`src/rtl/qbu_rx_pkg.sv`:
```
`default_nettype none
// +----------------------------------------------------------------------+
// | qbu_rx_pkg : shared encodings for the QBU receive merge arbiter      |
// | Rev 1.0                                                              |
// +----------------------------------------------------------------------+
package qbu_rx_pkg;

  typedef logic [1:0] state_t;

  localparam state_t ST_IDLE = 2'b00;
  localparam state_t ST_EMAC = 2'b01;
  localparam state_t ST_PMAC = 2'b10;

  localparam logic [1:0] SRC_NONE = 2'b00;
  localparam logic [1:0] SRC_EMAC = 2'b01;
  localparam logic [1:0] SRC_PMAC = 2'b10;

  // Per-entry source tag carried through the skid buffer.
  localparam logic TAG_EMAC = 1'b0;
  localparam logic TAG_PMAC = 1'b1;

  localparam int CNT_W = 32;

endpackage
`default_nettype wire

```
`src/rtl/qbu_rx_axis_skid.sv`:
```
`default_nettype none
// +----------------------------------------------------------------------+
// | qbu_rx_axis_skid : 2-entry registered AXI-Stream FIFO with src tag   |
// | Rev 1.0                                                              |
// +----------------------------------------------------------------------+
module qbu_rx_axis_skid #(
  parameter int DWIDTH = 8
) (
  input  logic                i_clk,
  input  logic                i_rst_n,
  input  logic                i_push,
  input  logic [DWIDTH-1:0]   i_data,
  input  logic [15:0]         i_user,
  input  logic [DWIDTH/8-1:0] i_keep,
  input  logic                i_last,
  input  logic                i_tag,
  output logic                o_full,
  output logic                o_valid,
  output logic [DWIDTH-1:0]   o_data,
  output logic [15:0]         o_user,
  output logic [DWIDTH/8-1:0] o_keep,
  output logic                o_last,
  output logic                o_tag,
  input  logic                i_ready
);

  localparam int KW = DWIDTH / 8;
  localparam int EW = DWIDTH + 16 + KW + 2;

  logic [EW-1:0] mem_q [2];
  logic [EW-1:0] mem_d [2];
  logic          wr_ptr_q, wr_ptr_d;
  logic          rd_ptr_q, rd_ptr_d;
  logic [1:0]    cnt_q, cnt_d;
  logic          push, pop;
  logic [EW-1:0] head;

  assign o_full  = (cnt_q == 2'd2);
  assign o_valid = (cnt_q != 2'd0);
  assign push    = i_push && !o_full;
  assign pop     = o_valid && i_ready;

  always_comb begin
    mem_d    = mem_q;
    wr_ptr_d = wr_ptr_q;
    rd_ptr_d = rd_ptr_q;
    if (push) begin
      mem_d[wr_ptr_q] = {i_tag, i_last, i_keep, i_user, i_data};
      wr_ptr_d        = ~wr_ptr_q;
    end
    if (pop) begin
      rd_ptr_d = ~rd_ptr_q;
    end
    cnt_d = cnt_q + {1'b0, push} - {1'b0, pop};
  end

  always_ff @(posedge i_clk) begin
    if (!i_rst_n) begin
      mem_q[0] <= '0;
      mem_q[1] <= '0;
      wr_ptr_q <= 1'b0;
      rd_ptr_q <= 1'b0;
      cnt_q    <= 2'd0;
    end else begin
      mem_q    <= mem_d;
      wr_ptr_q <= wr_ptr_d;
      rd_ptr_q <= rd_ptr_d;
      cnt_q    <= cnt_d;
    end
  end

  // Fields read as zero whenever no beat is presented.
  assign head = o_valid ? mem_q[rd_ptr_q] : '0;
  assign {o_tag, o_last, o_keep, o_user, o_data} = head;

endmodule
`default_nettype wire

```
`src/rtl/qbu_rx_merge_arb.sv`:
```
`default_nettype none
// +----------------------------------------------------------------------+
// | qbu_rx_merge_arb : frame-atomic eMAC/pMAC merge, express priority    |
// | Optional frame counters: QBU_RX_ARB_STAT_EN.        Rev 1.0          |
// +----------------------------------------------------------------------+
module qbu_rx_merge_arb
  import qbu_rx_pkg::*;
#(
  parameter int DWIDTH = 8
) (
  input  logic                i_clk,
  input  logic                i_rst_n,
  input  logic [DWIDTH-1:0]   i_emac_axis_data,
  input  logic [15:0]         i_emac_axis_user,
  input  logic [DWIDTH/8-1:0] i_emac_axis_keep,
  input  logic                i_emac_axis_last,
  input  logic                i_emac_axis_valid,
  output logic                o_emac_axis_ready,
  input  logic                i_emac_no_empty,
  input  logic [DWIDTH-1:0]   i_pmac_axis_data,
  input  logic [15:0]         i_pmac_axis_user,
  input  logic [DWIDTH/8-1:0] i_pmac_axis_keep,
  input  logic                i_pmac_axis_last,
  input  logic                i_pmac_axis_valid,
  output logic                o_pmac_axis_ready,
  output logic [DWIDTH-1:0]   o_axis_data,
  output logic [15:0]         o_axis_user,
  output logic [DWIDTH/8-1:0] o_axis_keep,
  output logic                o_axis_last,
  output logic                o_axis_valid,
  input  logic                i_axis_ready,
  output logic [1:0]          o_cur_src,
  output logic [31:0]         o_emac_frm_cnt,
  output logic [31:0]         o_pmac_frm_cnt
);

  localparam int KW = DWIDTH / 8;

  state_t            state_q, state_d;
  logic              skid_full;
  logic              sel_pmac;
  logic              in_push;
  logic [DWIDTH-1:0] in_data;
  logic [15:0]       in_user;
  logic [KW-1:0]     in_keep;
  logic              in_last;
  logic              in_tag;
  logic              out_tag;

  always_ff @(posedge i_clk) begin
    if (!i_rst_n) begin
      state_q <= ST_IDLE;
    end else begin
      state_q <= state_d;
    end
  end

  // A grant is held until its source hands over the last beat of the frame.
  always_comb begin
    state_d = state_q;
    case (state_q)
      ST_IDLE: begin
        if (i_emac_axis_valid || i_emac_no_empty) begin
          state_d = ST_EMAC;
        end else if (i_pmac_axis_valid) begin
          state_d = ST_PMAC;
        end
      end
      ST_EMAC: begin
        if (i_emac_axis_valid && o_emac_axis_ready && i_emac_axis_last) begin
          state_d = ST_IDLE;
        end
      end
      ST_PMAC: begin
        if (i_pmac_axis_valid && o_pmac_axis_ready && i_pmac_axis_last) begin
          state_d = ST_IDLE;
        end
      end
      default: state_d = ST_IDLE;
    endcase
  end

  always_comb begin
    o_emac_axis_ready = 1'b0;
    o_pmac_axis_ready = 1'b0;
    o_cur_src         = SRC_NONE;
    case (state_q)
      ST_EMAC: begin
        o_emac_axis_ready = !skid_full;
        o_cur_src         = SRC_EMAC;
      end
      ST_PMAC: begin
        o_pmac_axis_ready = !skid_full;
        o_cur_src         = SRC_PMAC;
      end
      default: ;
    endcase
  end

  always_comb begin
    sel_pmac = (state_q == ST_PMAC);
    in_push  = (i_emac_axis_valid && o_emac_axis_ready) ||
               (i_pmac_axis_valid && o_pmac_axis_ready);
    in_data  = sel_pmac ? i_pmac_axis_data : i_emac_axis_data;
    in_user  = sel_pmac ? i_pmac_axis_user : i_emac_axis_user;
    in_keep  = sel_pmac ? i_pmac_axis_keep : i_emac_axis_keep;
    in_last  = sel_pmac ? i_pmac_axis_last : i_emac_axis_last;
    in_tag   = sel_pmac ? TAG_PMAC : TAG_EMAC;
  end

  qbu_rx_axis_skid #(
    .DWIDTH (DWIDTH)
  ) u_skid (
    .i_clk   (i_clk),
    .i_rst_n (i_rst_n),
    .i_push  (in_push),
    .i_data  (in_data),
    .i_user  (in_user),
    .i_keep  (in_keep),
    .i_last  (in_last),
    .i_tag   (in_tag),
    .o_full  (skid_full),
    .o_valid (o_axis_valid),
    .o_data  (o_axis_data),
    .o_user  (o_axis_user),
    .o_keep  (o_axis_keep),
    .o_last  (o_axis_last),
    .o_tag   (out_tag),
    .i_ready (i_axis_ready)
  );

`ifdef QBU_RX_ARB_STAT_EN
  logic [CNT_W-1:0] emac_cnt_q, emac_cnt_d;
  logic [CNT_W-1:0] pmac_cnt_q, pmac_cnt_d;
  logic             out_last_hs;

  // Frames are credited when their last beat leaves, to the tagged source.
  assign out_last_hs = o_axis_valid && i_axis_ready && o_axis_last;

  always_comb begin
    emac_cnt_d = emac_cnt_q;
    pmac_cnt_d = pmac_cnt_q;
    if (out_last_hs) begin
      if (out_tag == TAG_PMAC) begin
        pmac_cnt_d = pmac_cnt_q + CNT_W'(1);
      end else begin
        emac_cnt_d = emac_cnt_q + CNT_W'(1);
      end
    end
  end

  always_ff @(posedge i_clk) begin
    if (!i_rst_n) begin
      emac_cnt_q <= '0;
      pmac_cnt_q <= '0;
    end else begin
      emac_cnt_q <= emac_cnt_d;
      pmac_cnt_q <= pmac_cnt_d;
    end
  end

  assign o_emac_frm_cnt = emac_cnt_q;
  assign o_pmac_frm_cnt = pmac_cnt_q;
`else
  logic unused_out_tag;

  assign unused_out_tag = out_tag;
  assign o_emac_frm_cnt = '0;
  assign o_pmac_frm_cnt = '0;
`endif

endmodule
`default_nettype wire
```
`config.mk`:
```
export PLATFORM = sky130hd
export DESIGN_NAME = qbu_rx_merge_arb
export DESIGN_NICKNAME = d
export VERILOG_FILES = /design/src/rtl/qbu_rx_pkg.sv /design/src/rtl/qbu_rx_axis_skid.sv /design/src/rtl/qbu_rx_merge_arb.sv
export SDC_FILE = /design/constraint.sdc
export NUM_CORES = 1
export LEC_CHECK = 0
export CAP_MARGIN = 5
export CELL_PAD_IN_SITES_DETAIL_PLACEMENT = 1
export CELL_PAD_IN_SITES_GLOBAL_PLACEMENT = 1
export CORE_MARGIN = 8
export CORE_UTILIZATION = 31
export DETAILED_ROUTE_END_ITERATION = 10
export PLACE_DENSITY_LB_ADDON = 0.1
export SLEW_MARGIN = 20
export SYNTH_ARGS = -nofsm -noshare
export SYNTH_HDL_FRONTEND = slang
export SYNTH_HIERARCHICAL = 1
export SYNTH_SLANG_ARGS = --single-unit
```
`constraint.sdc`:
```
create_clock -name i_clk -period 2.5 [get_ports i_clk]
set_clock_uncertainty 0.1 [all_clocks]
set_input_delay 0.25 -clock i_clk [delete_from_list [all_inputs] [get_ports i_clk]]
set_output_delay 0.25 -clock i_clk [all_outputs]
set_load 0.02 [all_outputs]
```
==> results.cfg, run 1 <==
[worst_hold_path]
min_path_type = register to register
min_from = u_skid/mem_q[17]$_SDFFE_PN0P_

[cts]
cts_made_buffers = 9
clock_sinks = 58
clkSlewWorstSetupHoldPaths_ps = 50
cts-resized-gates = 0
clock_path_buffers = 2
htree_levels = 3
hold_buffers = 0
clk_latency_ps = 320
post_cts_buffers = 0
cts_tree = done
root_buffer = clkbuf_16

[floorplan]
dieArea_um2 = 15000
core_um2 = 11220
start_util_pct = 31.32
dieWidth_um = 122.5
die_y_um = 122.5
boundaryPins = 153
rows = 39

[global_route]
antenna_found_initial = 0
track_usage_pct = 12.28
grt_pass1_vias = 2841
use_met1_pct = 14.36
grt_pass1_wl_um = 14520
globalRouteMet2Util_pct = 20.64
grt_busiest_layer = met2
grt_use_met3_pct = 3.910
grt_max_degree = 54
overflow = 0

[setup_path]
cp-startpoint = u_skid/rd_ptr_q$_SDFFE_PN0P_
cp_data_arrival_time_ps = 1900
worstPathCellList = buf_4 -> mux2i_1 -> nor2_1 -> clkdlybuf4s50_1
crit_buf_inv = 2
slowest_stage = clkdlybuf4s50_1
crit_type = register to output port
r2r-start = state_q[1]$_SDFFE_PN0P_
crit_path_end_kind = output port
crit_required_ps = 2150
worst_path_largest_cell_delay_ps = 630
crit_family = buffers and inverters
cp-start-kind = register
crit_path_max_fanout = 13

[placed_design]
dpl.hpwl_um = 6788
gp_congestion = 0.7007
numPortBuffers = 88

[final_layout]
nets = 537
fillers = 1365
post-route-util_pct = 40.88
syn_to_final_growth_pct = 30.54
diodes = 0
layout-drive-gt1-share_pct = 12.50

[timing]
setup_tns_ps = 0
worstMarginPinSlew_ps = 529.5
slew_headroom_pct = 64.70
hold_viol = 0
post-route-period-util_pct = 89.92
setup_viol_count_final = 0
period_needed_ps = 2248
report.final.slew_viol_count = 0
rsz0062_at_grt = false
fmax_mhz = 444.8

[routing]
drt_wl_total_um = 9179
route.detailed.wl_per_inst_um = 14.73
viasPerCell = 4.250
drt_pre_antenna_iters = 4
vias = 2648
drt-initial-drc-count = 59
drcViolationCount = 0
ant_nets = 0

[power]
p_per_area_nw_per_um2 = 688.9
peakVddDrop_mv = 0.2931
p_leak_uw = 0.001937

[flow_run]
cap_violations = 0

[synthesis]
ys.warnings.count = 6
avgSynthCellArea_um2 = 8.989
synth.cell_area_um2 = 3515
postSynthCellCount = 391

[run_status]
outcome = finished, final reports clean
## report_power, final
part	leakage (µW)	internal (µW)	total [µW]	switching, µW
Sequential	0.000471	1010	1090	85.2
Clock	0.000147	809	1210	402
Combinational	0.00132	394	854	460
## registers in the layout, indices dropped and copies added (netlist names)
| register | flops |
|---|---|
| u_skid/mem_q | 52 |
| state_q | 2 |
| u_skid/cnt_q | 2 |
| u_skid/rd_ptr_q | 1 |
| u_skid/wr_ptr_q | 1 |
## final timing paths
kind	to	slack (ps)	depth (start not counted)
worst min register to register	u_skid/mem_q[17]$_SDFFE_PN0P_	350	2
worst max-delay path	o_axis_data[6]	250	4
worst min-delay path	u_skid/mem_q[17]$_SDFFE_PN0P_	350	2
worst max register to register	u_skid/cnt_q[1]$_SDFF_PN0_	480	9
## layout by cell type (no fill, tap or decap), types with 2 or more instances in the layout
cell type and n:
nor3_1 2, nor2_1 28, ha_1 2, dfxtp_1 57, nand2b_2 2, xnor2_1 2, buf_4 11, nand3b_1 2
clkbuf_8 2, inv_1 5, o21ai_0 2, clkbuf_16 9, nand2_1 80, clkdlybuf4s50_1 87, and2_1 2, mux2_2 19
mux2i_1 78, clkinv_2 2, mux2_4 7, conb_1 64
## through the flow
| stage | setup slack [ps] | instance area, µm² | power [µW] | hold WS (ps) | instances |
|---|---|---|---|---|---|
| 2_1_floorplan | 660.9 | 3751 | 1726 | 311.7 | 454 |
| 3_3_place_gp | 234.9 | 4293 | 1961 | 341.8 | 609 |
| 3_5_place_dp | 191.5 | 4293 | 1976 | 350.6 | 609 |
| 4_1_cts | 32.76 | 4586 | 3210 | 360.3 | 623 |
| 5_1_grt | 136.7 | 4588 | 3327 | 370.0 | 623 |
| 6_report | 251.9 | 4588 | 3161 | 354.7 | 623 |
## layout make-up
cell class	count	area [µm²]	area share, %
Clock buffer	11	252.7	5.509
Clock inverter	3	40.04	0.8726
Inverter	6	22.52	0.4909
Multi-Input combinational cell	302	1951	42.51
Sequential cell	58	1165	25.39
Tap cell	143	178.9	3.900
Timing Repair Buffer	100	978.4	21.33
## worst register-to-register path: stages (launching register included)
cell and delay, ps:
dfxtp_1 480, nand3b_1 120, a21oi_1 220, nand2_1 80, ha_1 290, inv_1 50, ha_1 180, xnor2_1 130
xnor2_1 120, and2_1 150
## per-layer routing
| metal | up-vias | share of wire, % |
|---|---|---|
| met1 | 1228 | 43 |
| met5 | - | 0 |
| li1 | 1327 | - |
| met3 | 9 | 7.3 |
| met2 | 84 | 49 |
| met4 | 0 | 1.3 |
Power figures use the tool's default switching activity.
==> inputs of run 2 (changes only) <==
--- a/config.mk
+++ b/config.mk
@@ -8,7 +8,7 @@
 export CAP_MARGIN = 5
 export CELL_PAD_IN_SITES_DETAIL_PLACEMENT = 1
 export CELL_PAD_IN_SITES_GLOBAL_PLACEMENT = 1
-export CORE_MARGIN = 8
+export CORE_MARGIN = 3
 export CORE_UTILIZATION = 31
 export DETAILED_ROUTE_END_ITERATION = 10
 export PLACE_DENSITY_LB_ADDON = 0.1
==> results.cfg, run 2 (synthesized netlist as in run 1, its figures left out) <==
[setup_path]
cp-startpoint = u_skid/rd_ptr_q$_SDFFE_PN0P_
rr_worst_depth = 9
crit_path_max_fanout = 9
r2r-start = state_q[1]$_SDFFE_PN0P_
crit_required_ps = 2150
crit_path_end_kind = output port
cp_data_arrival_time_ps = 1930
cp-start-kind = register
crit_type = register to output port

[power]
comb_power_share_pct = 27.3
power.share.sequential_pct = 33.4
peakVddDrop_mv = 0.2596
p_int_uw = 2278
power_frac_clock_pct = 39.4
p_per_area_nw_per_um2 = 695.2
p_sw_uw = 942.5
p_sw_share_pct = 29.27
p_leak_uw = 0.001943

[worst_hold_path]
min_path_type = register to register
min_path_cells = 2
min_from = u_skid/mem_q[2]$_SDFFE_PN0P_

[floorplan]
core_um2 = 10940
start_util_pct = 32.14
boundaryPins = 153
rows = 38
die_y_um = 112.5
dieWidth_um = 112.5
dieArea_um2 = 12650

[placed_design]
numPortBuffers = 88
placed_area_um2 = 4324
gp_congestion = 0.7053
dpl.hpwl_um = 6143

[cts]
cts_tree = done
clkSlewWorstSetupHoldPaths_ps = 50
root_buffer = clkbuf_16
cts-resized-gates = 0
clk_latency_ps = 320
post_cts_buffers = 0
htree_levels = 3
hold_buffers = 0
clock_path_buffers = 2
cts_made_buffers = 9
clock_sinks = 58

[final_layout]
diodes = 0
largest_register = u_skid/mem_q
syn_to_final_growth_pct = 31.79
nets = 535
final_area_um2 = 4632
final_cell_mix = clkdlybuf4s50_1, nand2_1, mux2i_1, conb_1, dfxtp_1
layout-drive-gt1-share_pct = 12.32
reg_top3 = u_skid/mem_q: 52 flops, state_q: 2 flops, u_skid/cnt_q: 2 flops
largest_reg_flops = 52
post-route-util_pct = 42.36
mostFrequentLayoutCell = clkdlybuf4s50_1

[timing]
post-route-period-util_pct = 91.29
rsz0062_at_grt = false
slew_headroom_pct = 58.15
holdWs_ps = 356.0
period_needed_ps = 2282
worstMarginPinSlew_ps = 627.8
setup_tns_ps = 0
hold_viol = 0
report.final.slew_viol_count = 0
setup_viol_count_final = 0
fmax_mhz = 438.2

[routing]
viasPerCell = 4.318
drt-initial-drc-count = 53
drcViolationCount = 0
drt_wl_total_um = 8239
vias = 2673
route.detailed.wl_per_inst_um = 13.31
drt_pre_antenna_iters = 4
ant_nets = 0

[flow_run]
cap_violations = 0

[global_route]
antenna_found_initial = 0
grt_max_degree = 54
overflow = 0
grt_pass1_vias = 2831
track_usage_pct = 13.10
grt_pass1_wl_um = 13500

[run_status]
outcome = finished, final reports clean
[run 2: cell types whose count changed in the layout (fill, tap and decap cells not counted), sizes merged]
| cell | change |
|---|---|
| buf | -2 |
| clkinvlp | +1 |
| clkbuf | -2 |
| bufinv | +1 |
| clkinv | +1 |
[run 2: layout make-up]
class	count	area, µm²
fill	1253	6304
multi-input combinational	302	1951
sequential	58	1162
timing repair buffer	98	1013
clock buffer	9	225.2
tap	140	175.2
clock inverter	6	82.58
inverter	6	22.52
[run 2: routing by layer]
metal	vias to the layer above	GRT usage (%)	part of all wire [%]
met3	13	3.774	6.9
met1	1246	15.09	43
li1	1322	-	-
met4	0	5.288	1.9
met5	-	0	0
met2	92	22.77	48
[run 2: final timing paths]
path	to	slack, ps
max	o_axis_user[2]	220
min	u_skid/mem_q[2]$_SDFFE_PN0P_	360
max reg2reg	u_skid/cnt_q[1]$_SDFF_PN0_	490
min reg2reg	u_skid/mem_q[2]$_SDFFE_PN0P_	360
[run 2: power groups by stage]
stage          Clock [µW]  Sequential, µW  Combinational [µW]
2_1_floorplan           0            1060                 670
3_3_place_gp            0            1090                 885
3_5_place_dp            0            1100                 894
4_1_cts              1300            1080                 896
5_1_grt              1360            1090                 958
6_report             1270            1070                 878
[run 2: worst max-delay path: stages, from the launching register on]
cell and delay (ps):
dfxtp_2 490, buf_4 280, mux2i_1 240, nor2_1 60, clkdlybuf4s50_1 530
[run 2: stage by stage]
step,worst slack (ps),power (µW),cells
final,217.8,3220,619
after global placement,244.2,1977,604
after detailed placement,202.4,1989,604
after floorplan,660.9,1726,454
after CTS,163.6,3275,619
after global routing,82.38,3402,619
